`config.mk`:
```
export PLATFORM = sky130hd
export DESIGN_NAME = imem_fetch_ctrl
export DESIGN_NICKNAME = d
export VERILOG_FILES = /design/src/rtl/imem_fetch_ctrl_pkg.sv /design/src/rtl/imem_fetch_ctrl_fetch_queue.sv /design/src/rtl/imem_fetch_ctrl.sv
export SDC_FILE = /design/constraint.sdc
export NUM_CORES = 1
export LEC_CHECK = 0
export CORE_MARGIN = 1
export CORE_UTILIZATION = 35
export DETAILED_ROUTE_END_ITERATION = 12
export GPL_ROUTABILITY_DRIVEN = 1
export GPL_TIMING_DRIVEN = 0
export PLACE_DENSITY = 0.57
export RECOVER_POWER = 100
export SLEW_MARGIN = 20
export SYNTH_ARGS = -nofsm -noshare
export SYNTH_HDL_FRONTEND = slang
export SYNTH_SLANG_ARGS = --single-unit
```
`constraint.sdc`:
```
create_clock -name clk -period 11.55 [get_ports clk]
set_clock_uncertainty 0.1 [all_clocks]
set_input_delay 1.7325 -clock clk [delete_from_list [all_inputs] [get_ports clk]]
set_output_delay 1.7325 -clock clk [all_outputs]
set_load 0.1 [all_outputs]
```
`src/rtl/imem_fetch_ctrl_pkg.sv`:
```
// rtl/imem_fetch_ctrl_pkg.sv - shared types and constants for the instruction fetch controller
//   fetch_state_e          : FSM state encoding (BOOT, RUN, FAULT)
//   DEF_*                  : default widths for the fetch controller parameters
//   NOP_INST               : RISC-V canonical NOP (addi x0, x0, 0)
package imem_fetch_ctrl_pkg;

    typedef enum logic [1:0] {
        BOOT  = 2'd0,
        RUN   = 2'd1,
        FAULT = 2'd2
    } fetch_state_e;

    localparam int DEF_INST_WIDTH_LENGTH = 32;
    localparam int DEF_PC_WIDTH_LENGTH   = 32;
    localparam int DEF_MAX_MEM_DEPTH_BIT = 18;

    localparam logic [31:0] NOP_INST = 32'h0000_0013;

endpackage

```
`src/rtl/imem_fetch_ctrl_fetch_queue.sv`:
```
// rtl/imem_fetch_ctrl_fetch_queue.sv - 2-entry FIFO of {pc, inst} between fetch and decode
//   clk, rst               : clock, asynchronous active-high reset
//   push, push_pc/inst     : enqueue request and entry
//   pop                    : dequeue head (ignored when empty)
//   flush                  : drop all entries; overrides same-cycle push and pop
//   head_valid/pc/inst     : oldest entry
//   count                  : number of valid entries (0..2)
module imem_fetch_ctrl_fetch_queue
    import imem_fetch_ctrl_pkg::*;
#(
    parameter int INST_WIDTH_LENGTH = DEF_INST_WIDTH_LENGTH,
    parameter int PC_WIDTH_LENGTH   = DEF_PC_WIDTH_LENGTH
) (
    input  logic                         clk,
    input  logic                         rst,
    input  logic                         push,
    input  logic [PC_WIDTH_LENGTH-1:0]   push_pc,
    input  logic [INST_WIDTH_LENGTH-1:0] push_inst,
    input  logic                         pop,
    input  logic                         flush,
    output logic                         head_valid,
    output logic [PC_WIDTH_LENGTH-1:0]   head_pc,
    output logic [INST_WIDTH_LENGTH-1:0] head_inst,
    output logic [1:0]                   count
);

    logic [PC_WIDTH_LENGTH-1:0]   pc_q   [2];
    logic [PC_WIDTH_LENGTH-1:0]   pc_d   [2];
    logic [INST_WIDTH_LENGTH-1:0] inst_q [2];
    logic [INST_WIDTH_LENGTH-1:0] inst_d [2];
    logic                         rd_ptr_q, rd_ptr_d;
    logic                         wr_ptr_q, wr_ptr_d;
    logic [1:0]                   count_q,  count_d;
    logic                         do_push, do_pop;

    always_comb begin
        pc_d     = pc_q;
        inst_d   = inst_q;
        rd_ptr_d = rd_ptr_q;
        wr_ptr_d = wr_ptr_q;
        count_d  = count_q;
        do_pop   = pop && (count_q != 2'd0);
        // A push into a full queue is only legal when the head leaves this cycle.
        do_push  = push && ((count_q != 2'd2) || do_pop);

        if (flush) begin
            rd_ptr_d = 1'b0;
            wr_ptr_d = 1'b0;
            count_d  = 2'd0;
        end else begin
            if (do_push) begin
                pc_d[wr_ptr_q]   = push_pc;
                inst_d[wr_ptr_q] = push_inst;
                wr_ptr_d         = ~wr_ptr_q;
            end
            if (do_pop) begin
                rd_ptr_d = ~rd_ptr_q;
            end
            count_d = count_q + 2'(do_push) - 2'(do_pop);
        end
    end

    always_ff @(posedge clk or posedge rst) begin
        if (rst) begin
            pc_q[0]   <= '0;
            pc_q[1]   <= '0;
            inst_q[0] <= '0;
            inst_q[1] <= '0;
            rd_ptr_q  <= 1'b0;
            wr_ptr_q  <= 1'b0;
            count_q   <= 2'd0;
        end else begin
            pc_q      <= pc_d;
            inst_q    <= inst_d;
            rd_ptr_q  <= rd_ptr_d;
            wr_ptr_q  <= wr_ptr_d;
            count_q   <= count_d;
        end
    end

    assign head_valid = (count_q != 2'd0);
    assign head_pc    = pc_q[rd_ptr_q];
    assign head_inst  = inst_q[rd_ptr_q];
    assign count      = count_q;

endmodule

```
`src/rtl/imem_fetch_ctrl.sv`:
```
// rtl/imem_fetch_ctrl.sv - PC owner and IMEM fetch sequencer feeding decode through a 2-entry queue
//   clk, rst                    : clock, asynchronous active-high reset
//   fetch_en                    : level enable for issuing fetches
//   redirect_valid, redirect_pc : taken branch/jump target, flushes the queue
//   imem_addr, imem_inst        : combinational word-indexed IMEM read port
//   out_valid/ready/inst/pc     : decode handshake, head of fetch queue
//   fault, fault_pc             : sticky fetch fault and offending byte address
module imem_fetch_ctrl
    import imem_fetch_ctrl_pkg::*;
#(
    parameter int                           INST_WIDTH_LENGTH = DEF_INST_WIDTH_LENGTH,
    parameter int                           PC_WIDTH_LENGTH   = DEF_PC_WIDTH_LENGTH,
    parameter int                           MAX_MEM_DEPTH_BIT = DEF_MAX_MEM_DEPTH_BIT,
    parameter logic [PC_WIDTH_LENGTH-1:0]   RESET_PC          = '0
) (
    input  logic                         clk,
    input  logic                         rst,
    input  logic                         fetch_en,
    input  logic                         redirect_valid,
    input  logic [PC_WIDTH_LENGTH-1:0]   redirect_pc,
    output logic [31:0]                  imem_addr,
    input  logic [INST_WIDTH_LENGTH-1:0] imem_inst,
    output logic                         out_valid,
    input  logic                         out_ready,
    output logic [INST_WIDTH_LENGTH-1:0] out_inst,
    output logic [PC_WIDTH_LENGTH-1:0]   out_pc,
    output logic                         fault,
    output logic [PC_WIDTH_LENGTH-1:0]   fault_pc
);

    localparam int IDX_W = MAX_MEM_DEPTH_BIT - 1;

    fetch_state_e               state_q, state_d;
    logic [PC_WIDTH_LENGTH-1:0] pc_q, pc_d;
    logic                       fault_q, fault_d;
    logic [PC_WIDTH_LENGTH-1:0] fault_pc_q, fault_pc_d;

    logic       q_push, q_pop, q_flush, q_valid;
    logic [1:0] q_count;
    logic       pc_oor, target_ok, can_take;

    // Anything above the IMEM index field being set means the address is outside IMEM.
    assign pc_oor    = (pc_q[PC_WIDTH_LENGTH-1:MAX_MEM_DEPTH_BIT+1] != '0);
    assign target_ok = (redirect_pc[1:0] == 2'b00) &&
                       (redirect_pc[PC_WIDTH_LENGTH-1:MAX_MEM_DEPTH_BIT+1] == '0);

    assign imem_addr = {{(32-IDX_W){1'b0}}, pc_q[MAX_MEM_DEPTH_BIT:2]};

    // A redirect flushes the head, so it must not count as accepted by decode.
    assign q_pop    = q_valid && out_ready && !redirect_valid;
    assign can_take = (q_count != 2'd2) || q_pop;

    always_comb begin
        state_d    = state_q;
        pc_d       = pc_q;
        fault_d    = fault_q;
        fault_pc_d = fault_pc_q;
        q_push     = 1'b0;
        q_flush    = 1'b0;

        if (redirect_valid) begin
            q_flush = 1'b1;
            pc_d    = redirect_pc;
            if (!target_ok) begin
                state_d    = FAULT;
                fault_d    = 1'b1;
                fault_pc_d = redirect_pc;
            end else if (state_q == FAULT) begin
                state_d = RUN;
                fault_d = 1'b0;
            end
        end else begin
            case (state_q)
                BOOT: begin
                    if (fetch_en) begin
                        state_d = RUN;
                    end
                end
                RUN: begin
                    if (fetch_en && can_take) begin
                        if (pc_oor) begin
                            state_d    = FAULT;
                            fault_d    = 1'b1;
                            fault_pc_d = pc_q;
                        end else begin
                            q_push = 1'b1;
                            pc_d   = pc_q + PC_WIDTH_LENGTH'(4);
                        end
                    end
                end
                FAULT: begin
                end
                default: begin
                    state_d = BOOT;
                end
            endcase
        end
    end

    always_ff @(posedge clk or posedge rst) begin
        if (rst) begin
            state_q    <= BOOT;
            pc_q       <= RESET_PC;
            fault_q    <= 1'b0;
            fault_pc_q <= '0;
        end else begin
            state_q    <= state_d;
            pc_q       <= pc_d;
            fault_q    <= fault_d;
            fault_pc_q <= fault_pc_d;
        end
    end

    imem_fetch_ctrl_fetch_queue #(
        .INST_WIDTH_LENGTH (INST_WIDTH_LENGTH),
        .PC_WIDTH_LENGTH   (PC_WIDTH_LENGTH)
    ) u_fetch_queue (
        .clk        (clk),
        .rst        (rst),
        .push       (q_push),
        .push_pc    (pc_q),
        .push_inst  (imem_inst),
        .pop        (q_pop),
        .flush      (q_flush),
        .head_valid (q_valid),
        .head_pc    (out_pc),
        .head_inst  (out_inst),
        .count      (q_count)
    );

    assign out_valid = q_valid;
    assign fault     = fault_q;
    assign fault_pc  = fault_pc_q;

endmodule

```
# Yosys cells after proc, flatten, opt, wreduce, memory -nomap -nowiden
# Cells that the tools add are included.
# classes
n_addsub	3
order_cmp	3
n_eq_ne	10
muxes	42
bitwise	5
n_reduce_logical	25
# ops
operator	count
32-bit two-way mux	16
64-bit bitwise mux	2
32-bit by 3-bit adder with 32-bit output (second input constant)	1
32-bit demux with 1-bit select	1
1-bit two-way mux	15
2-bit two-way mux	7
13-bit logical NOT	1
13-bit nonzero test	1
2-bit nonzero test	6
3-bit inequality test (second input constant)	3
2-bit inequality test (second input constant)	4
4-bit AND reduction	2
1-bit logical AND	7
2-bit case mux with 3 select lines	1
5-bit AND reduction	1
2-bit greater-or-equal comparator (second input constant)	2
2-bit logical NOT	2
1-bit NOT with 2-bit output	2
3-bit by 2-bit inequality test with 1-bit output (second input constant)	1
1-bit NOT	3
3-bit AND reduction	1
2-bit by 1-bit adder with 2-bit output	1
2-bit by 1-bit == test with 1-bit output (second input constant)	1
2-bit == test (second input constant)	1
5 further kinds	6
# word_totals
regBits	199

# Logic depth before layout (Yosys ltp)
# Gate-level depths: netlist of run 1.
# logic_depth
word_depth	12
depth_mapped	10
depth_no_buf	8

# Hierarchy
# A second synthesis of run 1 with hierarchy kept.
# unflattened
cells_unflattened	680
area_unflattened_um2	9537.9
# modules_own_cells
module	instances	cells_each	area_each_um2	seq_area_each_um2
imem_fetch_ctrl_fetch_queue	1	365	5979.5	3303.2
imem_fetch_ctrl	1	315	3558.4	1676.6

# Worst setup path before layout of run 1
# No wires, ideal clock.
# synth_path
path_kind	input -> register
from	input port redirect_valid
to	register u_fetch_queue.count_q[0], in the netlist u_fetch_queue.count[0]
setup_time_ps	131
arrival_ps	3698
required_time_ps	11319
slack_ps	7621
stages	9
path_cell_list	buf_2 -> clkbuf_1 -> clkbuf_1 -> clkbuf_1 -> nor2_1 -> ha_1 -> inv_1 -> ha_1 -> nor2b_1
# synth_via
elab_chain_cells	11
# synth_rtl
element	line	rtl
from (decl)	imem_fetch_ctrl.sv:19	input logic redirect_valid,
1-bit logical NOT	imem_fetch_ctrl.sv:50	assign q_pop = q_valid && out_ready && !redirect_valid;
1-bit logical AND	imem_fetch_ctrl.sv:50	
1-bit logical OR	imem_fetch_ctrl.sv:51	assign can_take = (q_count != 2'd2) || q_pop;
1-bit logical AND	imem_fetch_ctrl.sv:80	if (fetch_en && can_take) begin
1-bit two-way mux	imem_fetch_ctrl.sv:80	
1-bit two-way mux	imem_fetch_ctrl.sv:73	case (state_q)
1-bit two-way mux	imem_fetch_ctrl.sv:61	if (redirect_valid) begin
1-bit logical AND	imem_fetch_ctrl_fetch_queue.sv:44	do_push = push && ((count_q != 2'd2) || do_pop);
2-bit by 1-bit adder with 2-bit output	imem_fetch_ctrl_fetch_queue.sv:59	count_d = count_q + 2'(do_push) - 2'(do_pop);
2-bit by 1-bit subtractor with 2-bit output	imem_fetch_ctrl_fetch_queue.sv:59	
2-bit two-way mux *	imem_fetch_ctrl_fetch_queue.sv:46	if (flush) begin
named net u_fetch_queue.count_d[0]	imem_fetch_ctrl_fetch_queue.sv:33	logic [1:0] count_q, count_d;
to (signal assigned)	imem_fetch_ctrl_fetch_queue.sv:77	count_q <= count_d;
to (decl)	imem_fetch_ctrl_fetch_queue.sv:33	
# The timed path passes the listed nets; every way through them passes the cells marked *.
# A chain may end at the register's enable or synchronous reset.

# Final worst setup path of run 1
# layout_path
from	input port out_ready
to	register u_fetch_queue.inst_q[43] (netlist name)
# layout_via
elab_chain_cells	9
# layout_rtl
element	line	rtl
from (decl)	imem_fetch_ctrl.sv:24	input logic out_ready,
1-bit logical AND * (2 in a row)	imem_fetch_ctrl.sv:50	
1-bit logical OR	imem_fetch_ctrl.sv:51	
1-bit logical AND	imem_fetch_ctrl.sv:80	
1-bit two-way mux	imem_fetch_ctrl.sv:80	
1-bit two-way mux	imem_fetch_ctrl.sv:73	
1-bit two-way mux	imem_fetch_ctrl.sv:61	
1-bit logical AND *	imem_fetch_ctrl_fetch_queue.sv:44	
2-bit AND reduction (no line) *	n/a	
to (signal assigned)	imem_fetch_ctrl_fetch_queue.sv:74	inst_q <= inst_d;
to (decl)	imem_fetch_ctrl_fetch_queue.sv:29	logic [INST_WIDTH_LENGTH-1:0] inst_q [2];
# Mark *: on every way between the ends. The rest lies on a longest branch, timed or not.

==> results of run 1 <==
-- cell families (layout without fill, tap and decap cells) --
group                      Yosys count  count (layout)  share of synthesized area (%)
AOI/OAI and AO/OA                   48              48                           3.02
muxes                              214             214                           26.6
other                                1              15                         0.0418
adders and majority gates            3               3                          0.418
and+or+nand+nor                    126             126                           7.83
buffers and inverters               75             290                           4.77
DFF                                199             199                           55.5
xor gates and xnor gates            19              19                           1.85
-- layout by cell type (no fill, tap or decap), types with 3 or more instances in the layout --
cell type / n
dlygate4sd3_1: 119
clkbuf_16: 17
conb_1: 15
mux2i_1: 18
clkdlybuf4s50_1: 63
nand4_1: 4
and4_1: 3
inv_8: 4
mux2_2: 143
buf_4: 32
nor2b_1: 29
dfrtp_1: 199
inv_6: 3
nor4_1: 11
inv_1: 5
o21ai_0: 36
nand2_1: 43
mux2_1: 53
xnor2_1: 15
nand3_1: 7
xor2_1: 4
nor2_1: 7
ha_1: 3
clkinv_4: 3
clkbuf_1: 37
nor3_1: 11
-- layout make-up --
| type | count | area share (%) |
|---|---|---|
| sequential | 199 | 42.1 |
| multi-input combinational | 425 | 30.5 |
| timing repair buffer | 183 | 15.7 |
| clock buffer | 18 | 3.72 |
| tap | 330 | 3.49 |
| buffer | 69 | 3.21 |
| clock inverter | 14 | 1.13 |
| inverter | 6 | 0.201 |
-- final timing paths --
path	startpoint	to	slack, ns	cells after the start
min	fault_pc[11]$_DFFE_PP0P_	fault_pc[11]$_DFFE_PP0P_	0.38	2
min reg2reg	fault_pc[11]$_DFFE_PP0P_	fault_pc[11]$_DFFE_PP0P_	0.38	2
min in group asynchronous	rst	u_fetch_queue.inst_q[48]$_DFFE_PP0P_	3.04	2
max	out_ready	u_fetch_queue.inst_q[43]$_DFFE_PP0P_	5.82	6
max in group asynchronous	rst	u_fetch_queue.pc_q[33]$_DFFE_PP0P_	6.33	2
max reg2reg	pc_q[19]$_DFFE_PP0P_	u_fetch_queue.inst_q[43]$_DFFE_PP0P_	7.11	5
-- power by group --
part / switching, mW / internal, mW
combinational: 0.239 / 0.0828
clock: 0.288 / 0.292
sequential: 0.0257 / 0.723
total: 0.553 / 1.10
-- stage by stage --
| step | setup slack, ns | std cells |
|---|---|---|
| 2_1_floorplan | 4.29 | 699 |
| 3_3_place_gp | 1.27 | 1211 |
| 3_5_place_dp | 6.81 | 1212 |
| 4_1_cts | 6.33 | 1244 |
| 5_1_grt | 5.58 | 1244 |
| 6_report | 5.82 | 1244 |
-- worst max-delay path: cells and delay by family --
family          cells  cell delay [ns]
mux                 1             0.39
buf+inv             2             1.17
simple gates        2             2.25
compound gates      1             0.39
-- flip-flops by register name (all words and copies together) (netlist names) --
name / count
u_fetch_queue.inst_q: 64
state_q: 2
u_fetch_queue.pc_q: 64
pc_q: 32
u_fetch_queue.wr_ptr_q: 1
fault: 1
u_fetch_queue.count: 2
u_fetch_queue.rd_ptr_q: 1
fault_pc: 32
-- layer usage --
layer	GRT usage, %	up-vias
met2	26.4	161
met1	23.6	2920
met4	3.52	2
li1	-	2797
met3	5.49	14
met5	0	-
==> flow_summary.toml, run 1 <==
[timing]
worst_pin_slew_ns = 4.50
setup_viol = 0
grt_setup_unrepaired = "false"
setup_tns_ns = 0
hold_viol_final = 0
fin_crit_sh_pct = 49.6
worst_hold_slack_ns = 0.383
min_period_ns = 5.73
fmax_mhz = 175
drv_slew = 110
slew_headroom_pct = -202

[route]
met3WireLength_um = 1450
drcViolationCount = 0
post_drt_wl_per_cell_um = 17.5
drt_iter0_drc = 242
viasPerCell = 4.74
wl_met2_um = 10000
topRoutingLayerUsed = "met5"
ant_nets = 0
drt_wl_total_um = 21800
wl_met1_um = 10200
vias = 5894
first_pass_iters = 4

[cells_and_area]
antenna_cells = 0
final_nets = 973
drive_above_1_share_pct = 23.3
multi_input_area_um2 = 3600
areaGrowthSynthToFinish_pct = 31.6
final_util_pct = 46.9
num-fill-cells = 2337
fin_area_um2 = 11800
seqCellArea_um2 = 4980

[synthesis]
synth_most_common_cell = "dfrtp_1"
synthCells = 685
ys_warn_count = 0
ys_top_cells_by_area = "dfrtp_1, mux2_2, mux2_1"
synth.avg_cell_area_um2 = 13.1
synth_edf_count = 0
ys_top_cells_by_count = "dfrtp_1, mux2_2, mux2_1"
synth.distinct_cells = 43
synth_top_cell_by_area = "dfrtp_1"
syn-cell-area_um2 = 8980
ys_seq_area_share_pct = 55.5
ys.flop_type = "dfrtp_1"
synth-seq-cells = 199
async_flop_share_pct = 100
synth_top_area_share_pct = 55.5

[die]
core-area_um2 = 25200
rows = 58
die_area_um2 = 26300
die_y_um = 162
die_w_um = 162
start_util_pct = 35.7
pin_count = 199

[cts]
clkTransAtPathRegs_ns = 0.08
cts_hold_buf = 0
post_cts_buffers = 0
cts_tree = "done"
cts.sinks = 199
cts_made_buffers = 17
ctsResizeCount = 0
cts_buffer_depth = 2
root_buffer = "clkbuf_16"
insertion_delay_ns = 0.43
htreeDepth = 4

[power_and_ir_drop]
leakage_nw = 5.71
peakVddDrop_uv = 80.3
total_power_mw = 1.65
power_density_nw_per_um2 = 140

[global_route]
antenna_found_initial = 1
grt_max_degree = 102
grt_pass1_wl_um = 34500
gr-usage-all-layers_pct = 17.2
grt_pass1_vias = 5948
overflow = 0

[run_status]
status = "complete, but fails checks"
violations = "capacitance limit, slew limit"

[setup_path]
crit_fanout = 10
critPathMaxStageDelay_ns = 2.03
critPathRequiredTime_ns = 11.76
worst_ep_arrival_time_ns = 5.94
cp-start-kind = "primary input"
worstSetupPathType = "in2reg"
critPathSlowestCell = "nor4_1"
worstSetupEndpointType = "flip-flop"
crit_chain = "dlygate4sd3_1, nor2b_1, o21ai_0, nor4_1, clkbuf_1, mux2_1"

[hold_path]
hold_path_class = "reg2reg"

[placed_design]
dp_hpwl_um = 15300
place_area_um2 = 11300
io_buffers = 182
place_congestion = 0.740

[run]
max_cap_viol_count = 2
Note: power is estimated with default switching activity, not from simulation.
==> inputs of run 2 (changes only) <==
Clock period 11.55 ns to 5.7 ns, I/O delays scaled along.
==> flow_summary.toml, run 2 (same netlist as run 1, synthesis figures left out) <==
[cells_and_area]
seqCellArea_um2 = 4980
layout_commonest_cell = "dfrtp_1"
final_nets = 979
drive_above_1_share_pct = 23.5
antenna_cells = 0
layoutNonFillerInstCount = 1250
areaGrowthSynthToFinish_pct = 32.2
num-fill-cells = 2310
final_cell_mix = "dfrtp_1, mux2_2, dlygate4sd3_1"
reg_top3 = "u_fetch_queue.inst_q x64, u_fetch_queue.pc_q x64"
multi_input_area_um2 = 3600

[power_and_ir_drop]
pwr-share-clk_pct = 35.1
leakage_nw = 5.74
power_density_nw_per_um2 = 282
p_int_mw = 2.22
p_switching_mw = 1.14
peakVddDrop_uv = 182
p_comb_share_pct = 19.6
sequentialPowerShare_pct = 45.2
swShare_pct = 33.9

[cts]
cts.sinks = 199
clkTransAtPathRegs_ns = 0.08
cts_hold_buf = 0
cts_made_buffers = 17
insertion_delay_ns = 0.44
cts_buffer_depth = 2
post_cts_buffers = 0
root_buffer = "clkbuf_16"
ctsResizeCount = 0
htreeDepth = 4
cts_tree = "done"

[setup_path]
crit_fanout = 10
worstReg2RegStart = "pc_q[25]$_DFFE_PP0P_"
r2r_slack_ns = 1.37
setup.worst_path.start = "out_ready"
worstSetupPathType = "in2reg"
worstSetupEndpointType = "flip-flop"
r2r-end = "u_fetch_queue.pc_q[40]$_DFFE_PP0P_"
endpoint = "u_fetch_queue.pc_q[40]$_DFFE_PP0P_"
worst_ep_arrival_time_ns = 4.95
critPathRequiredTime_ns = 5.92
r2r_cells = 5
cp-start-kind = "primary input"

[timing]
fmax_mhz = 211
min_period_ns = 4.73
hold_viol_final = 0
setup_tns_ns = 0
slew_headroom_pct = -57.6
grt_setup_unrepaired = "false"
drv_slew = 67
setup_viol = 0
fin_crit_sh_pct = 83.0
worst_pin_slew_ns = 2.34

[route]
drt_iter0_drc = 214
drt_wl_total_um = 21900
vias = 5886
ant_nets = 0
drcViolationCount = 0
viasPerCell = 4.71
first_pass_iters = 6
post_drt_wl_per_cell_um = 17.5

[die]
pin_count = 199
core-area_um2 = 25200
die_area_um2 = 26300
rows = 58
die_y_um = 162
die_w_um = 162
start_util_pct = 35.7

[global_route]
grt_max_degree = 33
busiest_layer = "met2"
met2_usage_pct = 27.2
globalRouteMet3Util_pct = 4.57
met1_usage_pct = 23.9
overflow = 0
gr-usage-all-layers_pct = 17.3
grt_pass1_wl_um = 34900
antenna_found_initial = 1
grt_pass1_vias = 6105

[run_status]
violations = "capacitance limit, slew limit"
status = "complete, but fails checks"

[placed_design]
io_buffers = 182
dp_hpwl_um = 15900
placed_cells = 1218
place_congestion = 0.751

[run]
max_cap_viol_count = 3

[hold_path]
hold-path-cell-count = 2
hold_path_class = "reg2reg"
run 2: changes by cell type in the layout (fill, tap and decap cells not counted):
cell and delta:
mux2_1 +1, inv_6 +1, mux2_2 -1, clkbuf_8 -1
buf_2 +2, buf_12 +2, clkbuf_1 +2, clkinv_4 -1
clkinv_2 +1
run 2: area by class of cell:
cell class | instances | share of cell area (%)
Sequential cell | 199 | 42.0
Buffer | 69 | 3.22
Multi-Input combinational cell | 425 | 30.3
Tap cell | 330 | 3.48
Inverter | 6 | 0.200
Clock buffer | 17 | 3.59
Timing Repair Buffer | 189 | 16.0
Clock inverter | 15 | 1.17
run 2: how the worst min path moves through the flow:
stage | startpoint | endpoint | slack, ns
3_5_place_dp | fault_pc[9]$_DFFE_PP0P_ | fault_pc[9]$_DFFE_PP0P_ | 0.37
4_1_cts | fault_pc[9]$_DFFE_PP0P_ | fault_pc[9]$_DFFE_PP0P_ | 0.39
6_report | fault_pc[9]$_DFFE_PP0P_ | fault_pc[9]$_DFFE_PP0P_ | 0.38
3_3_place_gp | u_fetch_queue.inst_q[44]$_DFFE_PP0P_ | u_fetch_queue.inst_q[44]$_DFFE_PP0P_ | 0.36
2_1_floorplan | u_fetch_queue.inst_q[32]$_DFFE_PP0P_ | u_fetch_queue.inst_q[32]$_DFFE_PP0P_ | 0.35
5_1_grt | u_fetch_queue.pc_q[37]$_DFFE_PP0P_ | u_fetch_queue.pc_q[37]$_DFFE_PP0P_ | 0.41
run 2: critical path, stage by stage:
cell,delay [ns]
dlygate4sd3_1,0.58
nor2b_1,0.21
o21ai_0,0.42
nor4_1,1.91
clkbuf_1,0.58
mux2_1,0.38
run 2: per-layer routing:
metal	up-vias	wire length (um)
met1	2930	10300
met3	12	1180
met2	145	10200
met4	0	176
met5	-	0
li1	2799	-
run 2: power groups by stage:
stage | combinational [mW] | clock (mW) | sequential [mW]
floorplan | 0.261 | 0 | 1.76
CTS | 0.689 | 1.22 | 1.52
detailed placement | 0.687 | 0 | 1.54
finish | 0.658 | 1.18 | 1.52
global route | 0.691 | 1.26 | 1.52
global placement | 0.673 | 0 | 1.55
run 2: through the flow:
| step | util (%) | hold WS [ns] | setup WS, ns | cell area [um^2] | total power [mW] |
|---|---|---|---|---|---|
| 2_1_floorplan | - | 0.354 | 2.17 | 9030 | 2.02 |
| 3_3_place_gp | 44.7 | 0.363 | 0.391 | 11300 | 2.22 |
| 3_5_place_dp | 45.4 | 0.372 | 1.77 | 11400 | 2.23 |
| 4_1_cts | 47.6 | 0.390 | 1.28 | 12000 | 3.42 |
| 5_1_grt | 47.1 | 0.407 | 0.627 | 11900 | 3.48 |
| 6_report | 47.1 | 0.376 | 0.969 | 11900 | 3.35 |
